`config.mk`:
```
export PLATFORM = sky130hd
export DESIGN_NAME = uart_tx_arbiter_flat
export DESIGN_NICKNAME = d
export VERILOG_FILES = /design/src/rtl/uart_tx_arbiter_if.sv /design/src/rtl/uart_tx_arbiter.sv /design/src/flat_wrapper.sv
export SDC_FILE = /design/constraint.sdc
export NUM_CORES = 1
export LEC_CHECK = 0
export ABC_CLOCK_PERIOD_IN_PS = 3300
export BUFFER_PORTS_ARGS = -buffer_cell sky130_fd_sc_hd__buf_2
export CAP_MARGIN = 30
export CELL_PAD_IN_SITES_DETAIL_PLACEMENT = 0
export CELL_PAD_IN_SITES_GLOBAL_PLACEMENT = 2
export CORE_MARGIN = 3
export CORE_UTILIZATION = 32
export CTS_CLUSTER_SIZE = 20
export DETAILED_ROUTE_END_ITERATION = 10
export GPL_ROUTABILITY_DRIVEN = 0
export PLACE_DENSITY = 0.95
export SKIP_LAST_GASP = 1
export SLEW_MARGIN = 20
export SYNTH_ARGS = -nofsm -noshare
export SYNTH_HDL_FRONTEND = slang
export SYNTH_SLANG_ARGS = --single-unit
export TNS_END_PERCENT = 50
```
`constraint.sdc`:
```
create_clock -name clk_i -period 3.3 [get_ports clk_i]
set_input_delay 0.33 -clock clk_i [delete_from_list [all_inputs] [get_ports clk_i]]
set_output_delay 0.33 -clock clk_i [all_outputs]
set_load 0.01 [all_outputs]
```
`src/rtl/uart_tx_arbiter_if.sv`:
```
// Requester lanes and UART TX side of the packet-level TX arbiter.
interface uart_tx_arbiter_if #(
    parameter int NUM_REQ   = 4,
    parameter int IDX_WIDTH = 2
);
    logic [NUM_REQ-1:0]   req_valid_i;
    logic [8*NUM_REQ-1:0] req_data_i;
    logic [NUM_REQ-1:0]   req_last_i;
    logic [NUM_REQ-1:0]   req_ready_o;
    logic [NUM_REQ-1:0]   grant_o;
    logic [IDX_WIDTH-1:0] owner_idx_o;
    logic                 abort_o;
    logic                 tx_irq_o;
    logic [7:0]           tx_data_o;
    logic                 tx_busy_i;

    modport slave (
        input  req_valid_i,
        input  req_data_i,
        input  req_last_i,
        input  tx_busy_i,
        output req_ready_o,
        output grant_o,
        output owner_idx_o,
        output abort_o,
        output tx_irq_o,
        output tx_data_o
    );

    modport master (
        output req_valid_i,
        output req_data_i,
        output req_last_i,
        output tx_busy_i,
        input  req_ready_o,
        input  grant_o,
        input  owner_idx_o,
        input  abort_o,
        input  tx_irq_o,
        input  tx_data_o
    );
endinterface

```
`src/rtl/uart_tx_arbiter.sv`:
```
// Round-robin, packet-granular sharing of the UART TX byte path.
module uart_tx_arbiter #(
    parameter int NUM_REQ      = 4,
    parameter int IDX_WIDTH    = 2,
    parameter int MAX_BURST    = 16,
    parameter int IDLE_TIMEOUT = 255
) (
    input logic clk_i,
    input logic rst_i,
    uart_tx_arbiter_if.slave bus
);
    localparam logic [1:0] IDLE = 2'd0;
    localparam logic [1:0] LOCK = 2'd1;
    localparam logic [1:0] HOLD = 2'd2;

    localparam logic [NUM_REQ-1:0] ONE = {{(NUM_REQ-1){1'b0}}, 1'b1};

    logic [1:0]           state_q;
    logic [7:0]           burst_q;
    logic [7:0]           idle_q;
    logic                 rel_q;
    logic [NUM_REQ-1:0]   ready_q;
    logic [NUM_REQ-1:0]   grant_q;
    logic [IDX_WIDTH-1:0] owner_q;
    logic                 abort_q;
    logic                 irq_q;
    logic [7:0]           data_q;

    logic [IDX_WIDTH-1:0] pick_idx;
    logic                 pick_ok;
    logic                 own_valid;
    logic                 own_last;
    logic [7:0]           own_data;
    logic [7:0]           burst_nx;
    logic [7:0]           idle_nx;

    function automatic logic [IDX_WIDTH-1:0] wrap_add(
        input logic [IDX_WIDTH-1:0] base,
        input int                   off
    );
        int s;
        s = int'(base) + off;
        if (s >= NUM_REQ) s = s - NUM_REQ;
        return IDX_WIDTH'(s);
    endfunction

    // Search starts just after the most recent owner and wraps once.
    always_comb begin
        pick_ok  = 1'b0;
        pick_idx = owner_q;
        for (int i = 1; i <= NUM_REQ; i++) begin
            if (!pick_ok && bus.req_valid_i[wrap_add(owner_q, i)]) begin
                pick_ok  = 1'b1;
                pick_idx = wrap_add(owner_q, i);
            end
        end
    end

    always_comb begin
        own_valid = bus.req_valid_i[owner_q];
        own_last  = bus.req_last_i[owner_q];
        own_data  = bus.req_data_i[{owner_q, 3'b000} +: 8];
        burst_nx  = burst_q + 8'd1;
        idle_nx   = idle_q + 8'd1;
    end

    always_ff @(posedge clk_i) begin
        if (rst_i) begin
            state_q <= IDLE;
            burst_q <= 8'd0;
            idle_q  <= 8'd0;
            rel_q   <= 1'b0;
            ready_q <= '0;
            grant_q <= '0;
            owner_q <= IDX_WIDTH'(NUM_REQ - 1);
            abort_q <= 1'b0;
            irq_q   <= 1'b0;
            data_q  <= 8'h00;
        end else begin
            ready_q <= '0;
            abort_q <= 1'b0;
            irq_q   <= 1'b0;
            case (state_q)
                IDLE: begin
                    if (pick_ok) begin
                        grant_q <= ONE << pick_idx;
                        owner_q <= pick_idx;
                        burst_q <= 8'd0;
                        idle_q  <= 8'd0;
                        state_q <= LOCK;
                    end
                end
                LOCK: begin
                    if (own_valid) begin
                        // Stalling on a full UART never counts as idle.
                        if (!bus.tx_busy_i) begin
                            irq_q   <= 1'b1;
                            data_q  <= own_data;
                            ready_q <= grant_q;
                            burst_q <= burst_nx;
                            idle_q  <= 8'd0;
                            rel_q   <= own_last ||
                                       (burst_nx == 8'(MAX_BURST));
                            state_q <= HOLD;
                        end
                    end else if (idle_nx == 8'(IDLE_TIMEOUT)) begin
                        abort_q <= 1'b1;
                        grant_q <= '0;
                        idle_q  <= 8'd0;
                        state_q <= IDLE;
                    end else begin
                        idle_q <= idle_nx;
                    end
                end
                HOLD: begin
                    if (rel_q) begin
                        grant_q <= '0;
                        state_q <= IDLE;
                    end else begin
                        state_q <= LOCK;
                    end
                end
                default: begin
                    grant_q <= '0;
                    state_q <= IDLE;
                end
            endcase
        end
    end

    assign bus.req_ready_o = ready_q;
    assign bus.grant_o     = grant_q;
    assign bus.owner_idx_o = owner_q;
    assign bus.abort_o     = abort_q;
    assign bus.tx_irq_o    = irq_q;
    assign bus.tx_data_o   = data_q;
endmodule

```
`src/flat_wrapper.sv`:
```
// flat-port wrapper written by rule: the top's interface ports become plain ports
module uart_tx_arbiter_flat 
#(
    parameter int NUM_REQ      = 4,
    parameter int IDX_WIDTH    = 2,
    parameter int MAX_BURST    = 16,
    parameter int IDLE_TIMEOUT = 255
)
  (clk_i, rst_i, bus_req_valid_i, bus_req_data_i, bus_req_last_i, bus_tx_busy_i, bus_req_ready_o, bus_grant_o, bus_owner_idx_o, bus_abort_o, bus_tx_irq_o, bus_tx_data_o);
  uart_tx_arbiter_if #(.NUM_REQ(NUM_REQ), .IDX_WIDTH(IDX_WIDTH)) bus_i ();
  input logic clk_i;
  input logic rst_i;
  input wire logic [$bits(bus_i.req_valid_i)-1:0] bus_req_valid_i;
  input wire logic [$bits(bus_i.req_data_i)-1:0] bus_req_data_i;
  input wire logic [$bits(bus_i.req_last_i)-1:0] bus_req_last_i;
  input wire logic [$bits(bus_i.tx_busy_i)-1:0] bus_tx_busy_i;
  output wire logic [$bits(bus_i.req_ready_o)-1:0] bus_req_ready_o;
  output wire logic [$bits(bus_i.grant_o)-1:0] bus_grant_o;
  output wire logic [$bits(bus_i.owner_idx_o)-1:0] bus_owner_idx_o;
  output wire logic [$bits(bus_i.abort_o)-1:0] bus_abort_o;
  output wire logic [$bits(bus_i.tx_irq_o)-1:0] bus_tx_irq_o;
  output wire logic [$bits(bus_i.tx_data_o)-1:0] bus_tx_data_o;
  assign bus_i.req_valid_i = bus_req_valid_i;
  assign bus_i.req_data_i = bus_req_data_i;
  assign bus_i.req_last_i = bus_req_last_i;
  assign bus_i.tx_busy_i = bus_tx_busy_i;
  assign bus_req_ready_o = bus_i.req_ready_o;
  assign bus_grant_o = bus_i.grant_o;
  assign bus_owner_idx_o = bus_i.owner_idx_o;
  assign bus_abort_o = bus_i.abort_o;
  assign bus_tx_irq_o = bus_i.tx_irq_o;
  assign bus_tx_data_o = bus_i.tx_data_o;
  uart_tx_arbiter #(.NUM_REQ(NUM_REQ), .IDX_WIDTH(IDX_WIDTH), .MAX_BURST(MAX_BURST), .IDLE_TIMEOUT(IDLE_TIMEOUT)) u_core (.clk_i(clk_i), .rst_i(rst_i), .bus(bus_i));
endmodule
```
==> results.yml <==
outcome:
  run_status: "finished clean"
worst_hold_path:
  hold_path.class: "flop to flop"
  hold_path.startpoint: "u_core.bus.tx_data_o[2]"
  holdPathEnd: "u_core.bus.tx_data_o[2]"
  hold_path_depth: 2
setup_path:
  crit_type: "flop to flop"
  cp.arrival_ns: 2.40
  worstPathRequired_ns: 3.45
  critical_path.endpoint_type: "flop"
  critPathMaxFanout: 7
  reg2regPathDepth: 6
  r2r_setup_slack_ns: 1.05
  worstSetupStartpointType: "flop"
  r2r-start: "u_core.idle_q[1]"
  crit-reg2reg-capture: "u_core.bus.grant_o[1]"
cts:
  h-tree-depth: 2
  clock_path_buffers: 2
  post_cts_hold_buffer_count: 0
  cts_tree: "done"
  insertion_delay_ns: 0.29
  cts.root.buffer_cell: "clkbuf_8"
  clkTransAtPathRegs_ns: 0.08
  ctsResizeCount: 0
  cts_setup_buffers: 0
  cts_made_buffers: 5
  cts.sink_count: 39
floorplanning:
  die_h_microns: 86.5
  num_rows: 28
  chipWidth_microns: 86.5
  initial_utilization_pct: 34.0
  core_sq_um: 6100
  top_level_pins: 63
  die_area_sq_um: 7480
synth:
  postSynthRegisterBits: 39
  synth_edf_count: 0
  synth_cell_types: 46
  avgSynthCellArea_sq_um: 8.72
  synthDominantAreaCellType: "dfxtp_1"
  proportion_of_register_bits_with_asynchronous_set_or_reset_after_synthesis_pct: 0
  yosysTopAreaCellShare_pct: 37.6
  seq_area_frac_synth_pct: 37.6
  ys.flop_type: "dfxtp_1"
  syn_inst: 238
  post_synthesis_cell_area_sq_um: 2070
  synth.yosys.warnings: 0
  synthesis.nets: 284
  post_synth_main_area_contributors: "dfxtp_1 38%, mux4_2 11%, nand2_1 5.6%, a21oi_1 5.5%, nor2_1 4.0%"
final_layout:
  layout.area.seq_sq_um: 781
  multiInputGateArea_sq_um: 1190
  finish.utilization_pct: 42.2
  layout_fillers: 649
  num_antenna_cells: 0
  drive_gt1_share_pct: 30.1
  final_nets: 344
  area_growth_syn_to_layout_pct: 24.0
  stdcell_area_sq_um: 2570
job:
  cap_violations: 0
detailed_routing:
  wl_final_microns: 5000
  drt_pass1_iterations: 4
  vias: 1944
  detail_route.drc_violations: 0
  remaining_number_of_nets_flagged_by_the_antenna_check_after_routing: 0
  route.detailed.wl_per_inst_microns: 13.4
  via_per_inst: 5.20
  drtIter0Drc: 110
global_route:
  grt_pass1_wl_microns: 7890
  globalRouteOverflowTotal: 0
  largest_net_degree_at_the_start_of_global_routing: 32
  grt_antenna_before_repair: 0
  grt.total_usage_pct: 13.0
  via_count_of_the_first_global_routing_pass: 1713
timing:
  worst_slew_margin_rel_pct: 59.5
  achievable-frequency_mhz: 445
  finalSetupViolCount: 0
  fin_setup_tns_ns: 0
  max_slew.worst_pin.slew_ns: 0.608
  timing.final.hold_violations: 0
  layout_min_cycle_time_ns: 2.25
  fin_worst_skew_ns: 0.0115
  finalMaxSlewViolations: 0
  setup_repair_after_global_routing_missed_its_margin: "false"
  timing.final.crit_share_pct: 68.2
power_and_ir_drop:
  static-leakage-power_uw: 0.00109
  power_per_cell_area_nw_per_um2: 521
  vdd_drop_max_mv: 0.317
  p_total_uw: 1340
place:
  dpl_cell_area_sq_um: 2440
  placement.io_buffers: 62
  dpl.hpwl_microns: 3740
[state kept, by name, indices dropped and copies added (netlist names)]
signal,count
u_core.bus.req_ready_o,4
u_core.state_q,2
u_core.bus.tx_irq_o,1
u_core.bus.grant_o,4
u_core.burst_q,8
u_core.rel_q,1
u_core.bus.tx_data_o,8
u_core.bus.owner_idx_o,2
u_core.idle_q,8
u_core.bus.abort_o,1
[cell families (layout without fill, tap and decap cells)]
logic type | Yosys count | in the layout | synth area share [%]
AOI/OAI and AO/OA | 63 | 63 | 20.6
xor gates and xnor gates | 1 | 1 | 0.422
adders and majority gates | 3 | 3 | 1.81
buffers and inverters | 24 | 85 | 5.13
DFF | 39 | 39 | 37.6
muxes | 13 | 13 | 12.4
and+or+nand+nor | 95 | 95 | 22.0
[cells in the mapped netlist, types with 2 or more instances]
master	count
inv_1	12
nand3_1	9
buf_6	2
a22o_1	3
nor2_1	22
nor3_1	8
o21ai_0	8
ha_1	3
o21ai_1	2
mux2i_1	2
a41oi_1	2
nand2_1	31
dfxtp_1	39
mux4_2	10
a211oi_1	3
a31oi_1	4
clkbuf_1	8
a21o_1	2
a21oi_1	23
nand2b_1	4
or3_1	4
o32ai_1	4
o211ai_1	3
or4_1	2
nand3b_1	4
and3_1	4
[placed cells by master, fill, tap and decap left out, drive strengths merged, types with 4 or more instances in the layout]
master	count
mux4	10
nor3	8
clkbuf	6
buf	65
nand3	9
inv	12
nand2	31
and3	4
or3	5
nand2b	4
dfxtp	39
a21oi	23
o32ai	4
o21ai	11
a31oi	5
nand3b	4
nor2	22
[critical path, cell delays in order (launching register included)]
cell	delay, ns
dfxtp_1	0.44
nand3_1	0.18
or3_1	0.41
o311ai_2	0.36
nand3_1	0.20
o31ai_2	0.37
o32ai_1	0.16
[layout make-up]
cell class / count / area share [%]
flip-flops and latches: 39 / 30.4
repair buffers: 65 / 12.9
clock buffers: 6 / 2.82
multi-input cells: 175 / 46.2
well taps: 75 / 3.65
inverters: 12 / 1.75
clock inverters: 2 / 2.33
[per-layer routing]
layer  GRT usage (%)  vias up  part of all wire, %  wire (microns)
met5               0        -                    0               0
met4            5.52        0                  2.4             120
met3            2.47       11                  4.6             229
met2            20.2       48                   46            2320
met1            17.8      891                   47            2330
li1                -      994                    -               -
[through the flow]
| stage | setup WS [ns] | hold slack (ns) | cells |
|---|---|---|---|
| after CTS | 1.05 | 0.454 | 374 |
| after detailed placement | 1.06 | 0.443 | 366 |
| final | 1.05 | 0.452 | 374 |
| after global placement | 1.07 | 0.440 | 365 |
| after floorplan | 1.24 | 0.438 | 238 |
| after global routing | 0.851 | 0.477 | 374 |
[how the worst max path moves through the flow]
| stage | startpoint | endpoint | cells after the start |
|---|---|---|---|
| 3_3_place_gp | u_core.bus.owner_idx_o[0] | u_core.burst_q[6] | 6 |
| 3_5_place_dp | u_core.idle_q[1] | u_core.bus.grant_o[0] | 6 |
| 6_report | u_core.idle_q[1] | u_core.bus.grant_o[1] | 6 |
| 4_1_cts | u_core.idle_q[1] | u_core.bus.grant_o[1] | 6 |
| 5_1_grt | u_core.idle_q[1] | u_core.bus.grant_o[0] | 6 |
| 2_1_floorplan | u_core.bus.owner_idx_o[1] | u_core.idle_q[7] | 7 |
[power breakdown]
part / internal (uW) / switching (uW) / total, uW
combinational: 156 / 181 / 337
sequential: 503 / 26.5 / 530
clock: 302 / 170 / 473
total: 962 / 378 / 1340
(Power assumes the default switching activity.)
